### src/rtl/uart_pkg.sv
// uart_pkg
//   Shared definitions for the UART transmit timing engine:
//     - phase_t    : frame phase encoding (also the FSM state encoding and
//                    the value presented on o_phase)
//     - DIV_MIN    : smallest usable baud divisor
//     - data-bit encoding table 0..3 -> 5..8 and helpers built on it
package uart_pkg;

  typedef enum logic [2:0] {
    PH_IDLE   = 3'd0,
    PH_START  = 3'd1,
    PH_DATA   = 3'd2,
    PH_PARITY = 3'd3,
    PH_STOP   = 3'd4
  } phase_t;

  // A divisor of 0 or 1 would make div-1 underflow or give a zero-length bit.
  localparam int DIV_MIN = 2;

  // Data-bit count indexed by the 2-bit i_data_bits encoding.
  localparam logic [3:0] DATA_BITS_TABLE [4] = '{4'd5, 4'd6, 4'd7, 4'd8};

  function automatic logic [3:0] data_bits_count(input logic [1:0] enc);
    return DATA_BITS_TABLE[enc];
  endfunction

  // Index of the final data bit (nbits-1), the point at which DATA ends.
  function automatic logic [2:0] last_data_idx(input logic [1:0] enc);
    logic [3:0] n;
    n = data_bits_count(enc) - 4'd1;
    return n[2:0];
  endfunction

endpackage

### src/rtl/uart_baud_counter.sv
// uart_baud_counter
//   Bit-period counter for the UART TX timing engine. Counts 0..div-1 while
//   enabled and wraps, producing a strobe on the first and last clock of
//   every bit period.
//
// Ports
//   clk         in   system clock
//   reset       in   asynchronous, active-low reset
//   en          in   count enable (frame in progress)
//   clr         in   synchronous clear; holds the count at 0
//   div         in   DIV_W  clocks per bit (caller guarantees div >= 2)
//   end_of_bit  out  high on the cycle where count == div-1
//   bit_start   out  high on the cycle where count == 0
module uart_baud_counter #(
  parameter int DIV_W = 16
) (
  input  logic             clk,
  input  logic             reset,
  input  logic             en,
  input  logic             clr,
  input  logic [DIV_W-1:0] div,
  output logic             end_of_bit,
  output logic             bit_start
);

  logic [DIV_W-1:0] count_q;
  logic [DIV_W-1:0] count_last;

  assign count_last = div - DIV_W'(1);

  always_ff @(posedge clk or negedge reset) begin
    if (!reset) begin
      count_q <= '0;
    end else if (clr) begin
      count_q <= '0;
    end else if (en) begin
      // Wrap on the last clock of the bit so the next bit starts at 0.
      if (count_q == count_last) begin
        count_q <= '0;
      end else begin
        count_q <= count_q + DIV_W'(1);
      end
    end
  end

  assign end_of_bit = en && !clr && (count_q == count_last);
  assign bit_start  = en && !clr && (count_q == '0);

endmodule

### src/rtl/uart_tx_frame_timer.sv
// uart_tx_frame_timer
//   UART transmit timing engine. Latches the frame configuration when a frame
//   is accepted, times each bit with a programmable divisor and sequences
//   START, DATA (5..8 bits, LSB first), optional PARITY and 1 or 2 STOP bits.
//   Tells the serialiser which bit to drive and tells the TX FIFO when to pop.
//   Back-to-back frames follow with no idle gap while i_start stays high.
//
// Parameters
//   DIV_W      width of the divisor and bit counter
//   DIV_RESET  divisor substituted when i_div is below DIV_MIN
//
// Ports
//   clk           in   system clock
//   reset         in   asynchronous, active-low reset
//   i_div         in   DIV_W clocks per bit, sampled at frame acceptance
//   i_data_bits   in   2  data bit count 0..3 -> 5..8, sampled at acceptance
//   i_parity_en   in   1  insert a parity bit, sampled at acceptance
//   i_stop2       in   1  two stop bits when set, sampled at acceptance
//   i_start       in   1  level request (FIFO non-empty and TX enabled)
//   o_busy        out  1  frame in progress
//   o_bit_start   out  1  pulse on the first clock of every bit
//   o_phase       out  3  IDLE=0 START=1 DATA=2 PARITY=3 STOP=4
//   o_bit_idx     out  3  data bit index in DATA, stop index in STOP, else 0
//   o_fifo_pop    out  1  pulse on the first clock of START
//   o_frame_done  out  1  pulse on the last clock of the final stop bit
module uart_tx_frame_timer
  import uart_pkg::*;
#(
  parameter int DIV_W     = 16,
  parameter int DIV_RESET = 10416
) (
  input  logic             clk,
  input  logic             reset,
  input  logic [DIV_W-1:0] i_div,
  input  logic [1:0]       i_data_bits,
  input  logic             i_parity_en,
  input  logic             i_stop2,
  input  logic             i_start,
  output logic             o_busy,
  output logic             o_bit_start,
  output logic [2:0]       o_phase,
  output logic [2:0]       o_bit_idx,
  output logic             o_fifo_pop,
  output logic             o_frame_done
);

  phase_t           phase_q;
  logic [2:0]       bit_idx_q;
  logic [DIV_W-1:0] div_q;
  logic [1:0]       data_bits_q;
  logic             parity_q;
  logic             stop2_q;

  logic             end_of_bit;
  logic             bit_start;
  logic             in_frame;
  logic             last_stop;
  logic             frame_end;
  logic             accept;
  logic [DIV_W-1:0] div_eff;

  // Divisors too small to time a bit fall back to the safe default.
  assign div_eff = (i_div >= DIV_W'(DIV_MIN)) ? i_div : DIV_W'(DIV_RESET);

  assign in_frame  = (phase_q != PH_IDLE);
  assign last_stop = (bit_idx_q == 3'd1) || !stop2_q;
  assign frame_end = (phase_q == PH_STOP) && end_of_bit && last_stop;

  // A frame is accepted from IDLE or straight out of the final stop bit, so
  // consecutive frames run without an idle cycle.
  assign accept = i_start && ((phase_q == PH_IDLE) || frame_end);

  uart_baud_counter #(
    .DIV_W (DIV_W)
  ) u_baud_counter (
    .clk        (clk),
    .reset      (reset),
    .en         (in_frame),
    .clr        (!in_frame),
    .div        (div_q),
    .end_of_bit (end_of_bit),
    .bit_start  (bit_start)
  );

  // Configuration is captured only at acceptance; later input changes wait
  // for the next frame.
  always_ff @(posedge clk or negedge reset) begin
    if (!reset) begin
      div_q       <= DIV_W'(DIV_RESET);
      data_bits_q <= 2'd3;
      parity_q    <= 1'b0;
      stop2_q     <= 1'b0;
    end else if (accept) begin
      div_q       <= div_eff;
      data_bits_q <= i_data_bits;
      parity_q    <= i_parity_en;
      stop2_q     <= i_stop2;
    end
  end

  // Frame sequencer: advances one bit on every end-of-bit strobe.
  always_ff @(posedge clk or negedge reset) begin
    if (!reset) begin
      phase_q   <= PH_IDLE;
      bit_idx_q <= 3'd0;
    end else begin
      case (phase_q)
        PH_IDLE: begin
          if (i_start) begin
            phase_q   <= PH_START;
            bit_idx_q <= 3'd0;
          end
        end
        PH_START: begin
          if (end_of_bit) begin
            phase_q   <= PH_DATA;
            bit_idx_q <= 3'd0;
          end
        end
        PH_DATA: begin
          if (end_of_bit) begin
            if (bit_idx_q == last_data_idx(data_bits_q)) begin
              phase_q   <= parity_q ? PH_PARITY : PH_STOP;
              bit_idx_q <= 3'd0;
            end else begin
              bit_idx_q <= bit_idx_q + 3'd1;
            end
          end
        end
        PH_PARITY: begin
          if (end_of_bit) begin
            phase_q   <= PH_STOP;
            bit_idx_q <= 3'd0;
          end
        end
        PH_STOP: begin
          if (end_of_bit) begin
            if (!last_stop) begin
              bit_idx_q <= 3'd1;
            end else begin
              bit_idx_q <= 3'd0;
              phase_q   <= i_start ? PH_START : PH_IDLE;
            end
          end
        end
        default: begin
          phase_q   <= PH_IDLE;
          bit_idx_q <= 3'd0;
        end
      endcase
    end
  end

  // Every output decodes registered state only; inputs never reach them
  // combinationally.
  assign o_busy       = in_frame;
  assign o_bit_start  = bit_start;
  assign o_phase      = phase_q;
  assign o_bit_idx    = bit_idx_q;
  assign o_fifo_pop   = bit_start && (phase_q == PH_START);
  assign o_frame_done = frame_end;

endmodule

### config.mk
export PLATFORM = sky130hd
export DESIGN_NAME = uart_tx_frame_timer
export DESIGN_NICKNAME = d
export VERILOG_FILES = /design/src/rtl/uart_pkg.sv /design/src/rtl/uart_baud_counter.sv /design/src/rtl/uart_tx_frame_timer.sv
export SDC_FILE = /design/constraint.sdc
export NUM_CORES = 1
export LEC_CHECK = 0
export ABC_CLOCK_PERIOD_IN_PS = 2600
export BUFFER_PORTS_ARGS = -buffer_cell sky130_fd_sc_hd__buf_2
export CAP_MARGIN = 20
export CORE_MARGIN = 3
export CORE_UTILIZATION = 53
export DETAILED_ROUTE_END_ITERATION = 12
export PLACE_DENSITY = 0.84
export SLEW_MARGIN = 20
export SYNTH_ARGS = -nofsm -noshare
export SYNTH_HDL_FRONTEND = slang
export SYNTH_SLANG_ARGS = --single-unit
### constraint.sdc
create_clock -name clk -period 2.6 [get_ports clk]
set_input_delay 0.39 -clock clk [delete_from_list [all_inputs] [get_ports clk]]
set_output_delay 0.39 -clock clk [all_outputs]
set_load 0.02 [all_outputs]
==> Yosys cells after proc, flatten, opt, wreduce, memory -nomap -nowiden <==
Cells that the tools add are included.
{ "totals": {"regBits": 42, "out_inout_bits": 10} }
{ "classes": {"n_addsub": 4, "order_cmp": 2, "eq_ne": 15, "mux": 23, "n_bitwise": 1, "n_reduce_logical": 15} }
{ "ops": {"columns": ["op", "n"], "rows": [
  ["16-bit two-way mux", 3],
  ["3-bit two-way mux", 15],
  ["16-bit by 1-bit adder with 16-bit output, second input constant", 1],
  ["16-bit == test", 1],
  ["16-bit by 2-bit >= comparator with 1-bit output, second input constant", 1],
  ["16-bit zero test", 1],
  ["16-bit by 1-bit subtractor with 16-bit output, second input constant", 1],
  ["3-bit one-hot mux with 5 select lines", 1],
  ["2-bit inequality test, second input constant", 7],
  ["3-bit one-hot mux with 4 select lines", 1],
  ["4-bit binary-select mux with 2-bit select", 1],
  ["7-bit AND reduction", 1],
  ["3-bit by 1-bit == test with 1-bit output, second input constant", 2],
  ["3-bit by 2-bit == test with 1-bit output, second input constant", 2],
  ["1-bit logical AND", 6],
  ["4-bit AND reduction", 1],
  ["3-bit by 1-bit adder with 3-bit output, second input constant", 1],
  ["3-bit == test", 1],
  ["3-bit == test, second input constant", 1],
  ["3-bit >= comparator, second input constant", 1],
  ["3-bit zero test", 1],
  ["2-bit inverter with 3-bit output", 1],
  ["3-bit nonzero test", 1],
  ["3-bit by 1-bit subtractor with 3-bit output, second input constant", 1],
  ["other kinds (5)", 7]
]} }

==> Longest topological paths before layout <==
{ "depth": {"ltp_word": 9, "depth_mapped": 13} }

==> Modules after synthesis <==
Synthesis repeated with hierarchy kept, for this count alone.
{ "unflattened": {"hier_cells": 330, "area_unflattened_um2": 2996.6} }
{ "by_module_without_submodules": {"columns": ["module", "n_inst", "cells_per_inst", "area_per_inst_um2", "seq_area_each_um2"], "rows": [
  ["uart_baud_counter", 1, 212, 1695.4, 400.4],
  ["uart_tx_frame_timer", 1, 118, 1301.2, 659.4]
]} }

==> Least setup slack after synthesis <==
OpenSTA, ideal clock, no wires.
{ "synth_path": {"path_type": "register to register", "from": "reg div_q[0]", "to": "reg div_q[10]", "setup_time_ns": 0.125, "arrival_ns": 2.613, "required_time_ns": 2.475, "path_slack_ns": -0.138, "path_stages_with_launch": 12, "synth_period_minus_slack_ns": 2.738, "path_cell_list": "dfrtp_1 > buf_2 > inv_1 > ha_1 > buf_2 > or3_1 > a31oi_2 > nand3_2 > nor4b_4 > a41oi_2 > buf_6 > mux2_4"} }
{ "synth_between": {"elab_chain_len": 7} }
{ "synth_lines": {"columns": ["item", "line", "text"], "rows": [
  ["from (decl)", "uart_tx_frame_timer.sv:49", "logic [DIV_W-1:0] div_q;"],
  ["from (signal assigned)", "uart_tx_frame_timer.sv:89", "div_q <= DIV_W'(DIV_RESET);"],
  ["from (signal assigned)", "uart_tx_frame_timer.sv:94", "div_q <= div_eff;"],
  ["16-bit by 1-bit subtractor with 16-bit output", "uart_baud_counter.sv:29", "assign count_last = div - DIV_W'(1);"],
  ["16-bit == test", "uart_baud_counter.sv:46", "assign end_of_bit = en && !clr && (count_q == count_last);"],
  ["1-bit logical AND", "uart_baud_counter.sv:46", null],
  ["1-bit logical AND (2 in a row)", "uart_tx_frame_timer.sv:67", "assign frame_end = (phase_q == PH_STOP) && end_of_bit && last_stop;"],
  ["1-bit logical OR", "uart_tx_frame_timer.sv:71", "assign accept = i_start && ((phase_q == PH_IDLE) || frame_end);"],
  ["1-bit logical AND", "uart_tx_frame_timer.sv:71", null]
]} }
No other way between the ends.
A chain may end at the register's enable or synchronous reset.

==> Final worst setup path <==
{ "layout_path": {"from": "reg div_q[2]", "to": "out o_frame_done"} }
{ "layout_between": {"elab_chain_len": 5} }
{ "layout_lines": {"columns": ["item", "line", "text"], "rows": [
  ["16-bit by 1-bit subtractor with 16-bit output", "uart_baud_counter.sv:29", null],
  ["16-bit == test", "uart_baud_counter.sv:46", null],
  ["1-bit logical AND", "uart_baud_counter.sv:46", null],
  ["1-bit logical AND (2 in a row)", "uart_tx_frame_timer.sv:67", null],
  ["to (decl)", "uart_tx_frame_timer.sv:44", "output logic o_frame_done"]
]} }
No other way between the ends.

==> run_results.csv <==
group,metric,value,unit
status,status,"finished, violations left",
status,failed_checks,"setup timing",
synthesis,synth_edf_count,0,
timing,rsz0062_at_grt,"yes",
synthesis,synth_seq_area_share,36.3,%
placement,placedInstanceArea,3290,um2
synthesis,synth_ff_type,"dfrtp_1",
cts,cts_sinks,42,
timing,fin_ws,-0.394,ns
setup_path,path_cells,"nor4_2 > buf_4 > nand4_1 > xnor2_2 > nand3_1 > nor4_2 > buf_4 > nand2_2 > nor2_1 > buf_4",
setup_path,criticalPathCategory,"register to output pin",
routing,routedWlPerCell,18.5,um
cts,clockBufferDepth,2,
routing,highest_layer,"met4",
placement,hpwl,4910,um
pwr,swShare,20.2,%
final_layout,syn_to_final_growth,28.2,%
final_layout,nets,386,
final_layout,fillers,338,
global_route,grt_max_degree,43,
timing,tightest_slew,0.941,ns
timing,setup_viol,25,
routing,dr.pass1.iters,4,
placement,port_buffers,32,
cts,postCtsHoldBufs,0,
timing,min_period,2.99,ns
timing,clock-skew-final,0.00482,ns
pwr,p_int,0.981,mW
min_path,hold_path.class,"input port to asynchronous set/reset pin",
pwr,p_sw,0.248,mW
synthesis,yosysWarnings,0,
routing,postRouteAntennaNets,0,
cts,cts_tree,"built",
floorplanning,coreArea,5200,um2
final_layout,drive_above_1_share,40.4,%
setup_path,critPathMaxStageDelay,0.46,ns
global_route,grt-ovfl-total,0,
routing,drt_iter0_drc,241,
pwr,pwr-share-seq,53.1,%
timing,hold_violations,0,
synthesis,synth_cells,294,
final_layout,seq_area,1060,um2
routing,viasPerCell,5.96,
timing,tns,-5.28,ns
setup_path,crit_fanout,11,
routing,dr_wl_met3,489,um
timing,period_share,115,%
timing,slew_headroom,37.2,%
global_route,antenna_found_initial,0,
synthesis,synth_fp_nets,322,
floorplanning,die_y,80.2,um
floorplanning,ioPinCount,33,
routing,wl_met2,3860,um
synthesis,async_flop_share,100,%
floorplanning,die_x,80.2,um
cts,insertion_delay,0.30,ns
cts,cts_buffers,5,
routing,wl,7920,um
pwr,leakage,1.77,nW
timing,drv_slew,0,
setup_path,cpMaxStageDelayCell,"dfrtp_2",
setup_path,cp_data_required_time,2.21,ns
placement,place_ws,-0.0893,ns
cts,clockRootBuffer,"clkbuf_8",
pwr,power_frac_clock,43.8,%
synthesis,synth_area_per_cell,9.92,um2
setup_path,rr_startpoint,"div_q[2]$_DFFE_PN0P_",
synthesis,ys_ff_latch,42,
pwr,power_density,329,nW/um2
routing,wl_met1,3270,um
routing,dr_total_vias,2557,
final_layout,stdcell_area,3740,um2
floorplanning,rows,26,
timing,max_freq,334,MHz
cts,path_clk_slew,0.08,ns
synthesis,synth_area,2920,um2
setup_path,cp-end-kind,"output pin",
setup_path,r2r_cells,10,
global_route,grtUsageTotal,25.4,%
setup_path,start_kind,"register",
global_route,grt_pass1_vias,2405,
global_route,grt_pass1_wl,12500,um
setup_path,startpoint,"div_q[2]$_DFFE_PN0P_",
floorplanning,start_util,56.1,%
pwr,ir_drop,0.000216,V
routing,drc,0,
setup_path,cp.arrival,2.60,ns
placement,placed_cells,406,
cts,htree_levels,2,
final_layout,diodes,0,
setup_path,path_common_cell,"buf_4",
placement,gp_congestion,0.869,
floorplanning,die_area,6430,um2
pwr,p_comb_share,3.1,%
final_layout,multiInputGateArea,1880,um2
final_layout,final_cells,429,
synthesis,netlist-cell-type-count,66,
job,drv_cap,0,
## repair_timing
item                                    CTS  global route
resized for setup                        21            22
endpoints found under the setup margin   17            43
hold endpoints to repair                  0             0
buffers inserted                         10             7
cloned                                    1             1
pin swaps                                10             6
## worst paths after layout
kind	slack (ns)	endpoint
worst max-delay path	-0.39	o_frame_done
worst min-delay path	0.23	o_phase[0]$_DFFE_PN0P_
worst max register to register	-0.29	div_q[3]$_DFFE_PN0P_
worst min register to register	0.52	stop2_q$_DFFE_PN0P_
max in group asynchronous	1.72	div_q[2]$_DFFE_PN0P_
min in group clk	0.32	data_bits_q[1]$_DFFE_PN1P_
## sequential cells by signal (all words and copies together) (netlist names)
name	flops
data_bits_q	2
div_q	16
o_bit_idx	3
o_phase	3
parity_q	1
stop2_q	1
u_baud_counter.count_q	16
## metrics by stage
step	hold WS (ns)	power, mW	utilization (%)
2_1_floorplan	0.0944	0.670	-
3_3_place_gp	0.493	0.703	63.3
3_5_place_dp	0.495	0.704	63.3
4_1_cts	0.264	1.24	70.0
5_1_grt	0.299	1.28	71.9
6_report	0.229	1.23	71.9
## cells in the final DEF (no fill, tap or decap), drive strengths merged, types with 8 or more instances in the layout
master / Yosys / final
xnor2: 23 / 23
nand3: 16 / 16
inv: 15 / 15
nand4: 10 / 10
buf: 10 / 73
mux2: 15 / 15
dfrtp: 35 / 35
nor2: 36 / 36
xor2: 16 / 16
clkbuf: 7 / 8
nand2: 13 / 13
nor4: 13 / 13
## Yosys cell counts, types with 5 or more instances
cell type | n | area [um2]
dfrtp_1 | 35 | 876
nor2_1 | 35 | 131
xnor2_1 | 22 | 193
xor2_1 | 16 | 140
inv_1 | 15 | 56.3
nand3_1 | 15 | 75.1
mux2_4 | 14 | 210
nand2_1 | 13 | 48.8
nor4_1 | 11 | 68.8
nand4_1 | 9 | 56.3
dfstp_2 | 7 | 184
o21ai_0 | 7 | 35.0
clkbuf_1 | 6 | 22.5
mux2i_1 | 6 | 60.1
ha_1 | 5 | 62.6
## per-layer routing
| metal | up-vias | global-route usage (%) |
|---|---|---|
| met5 | - | 0 |
| li1 | 1165 | - |
| met2 | 114 | 41.2 |
| met1 | 1242 | 33.1 |
| met4 | 0 | 9.97 |
| met3 | 36 | 5.04 |
## kinds of logic after synthesis
family	Yosys count	share of synthesized area (%)
simple gates	124	24.2
flops	42	36.3
xor+xnor	39	12.0
buf+inv	32	5.79
compound gates	31	9.91
mux	21	9.65
fa+ha+maj	5	2.14
## critical path, delay by kind of cell, from the launching register on
kind | cells | cell delay, ns
simple gates | 6 | 1.04
flops | 1 | 0.46
buf+inv | 3 | 0.55
xor+xnor | 1 | 0.26
## area by class of cell
| class | count | share of cell area (%) |
|---|---|---|
| multi-input combinational | 220 | 50.3 |
| sequential | 42 | 28.4 |
| timing repair buffer | 74 | 14.4 |
| tap | 70 | 2.34 |
| clock buffer | 7 | 2.31 |
| inverter | 15 | 1.51 |
| clock inverter | 1 | 0.803 |
## power by group through the flow
stage	clock (mW)	sequential (mW)	combinational (mW)
after detailed placement	0	0.666	0.0388
after CTS	0.550	0.653	0.0387
after global routing	0.579	0.653	0.0435
final	0.538	0.653	0.0377
after floorplan	0	0.666	0.00454
after global placement	0	0.666	0.0373
No activity file was read; power rests on OpenSTA's default activity.
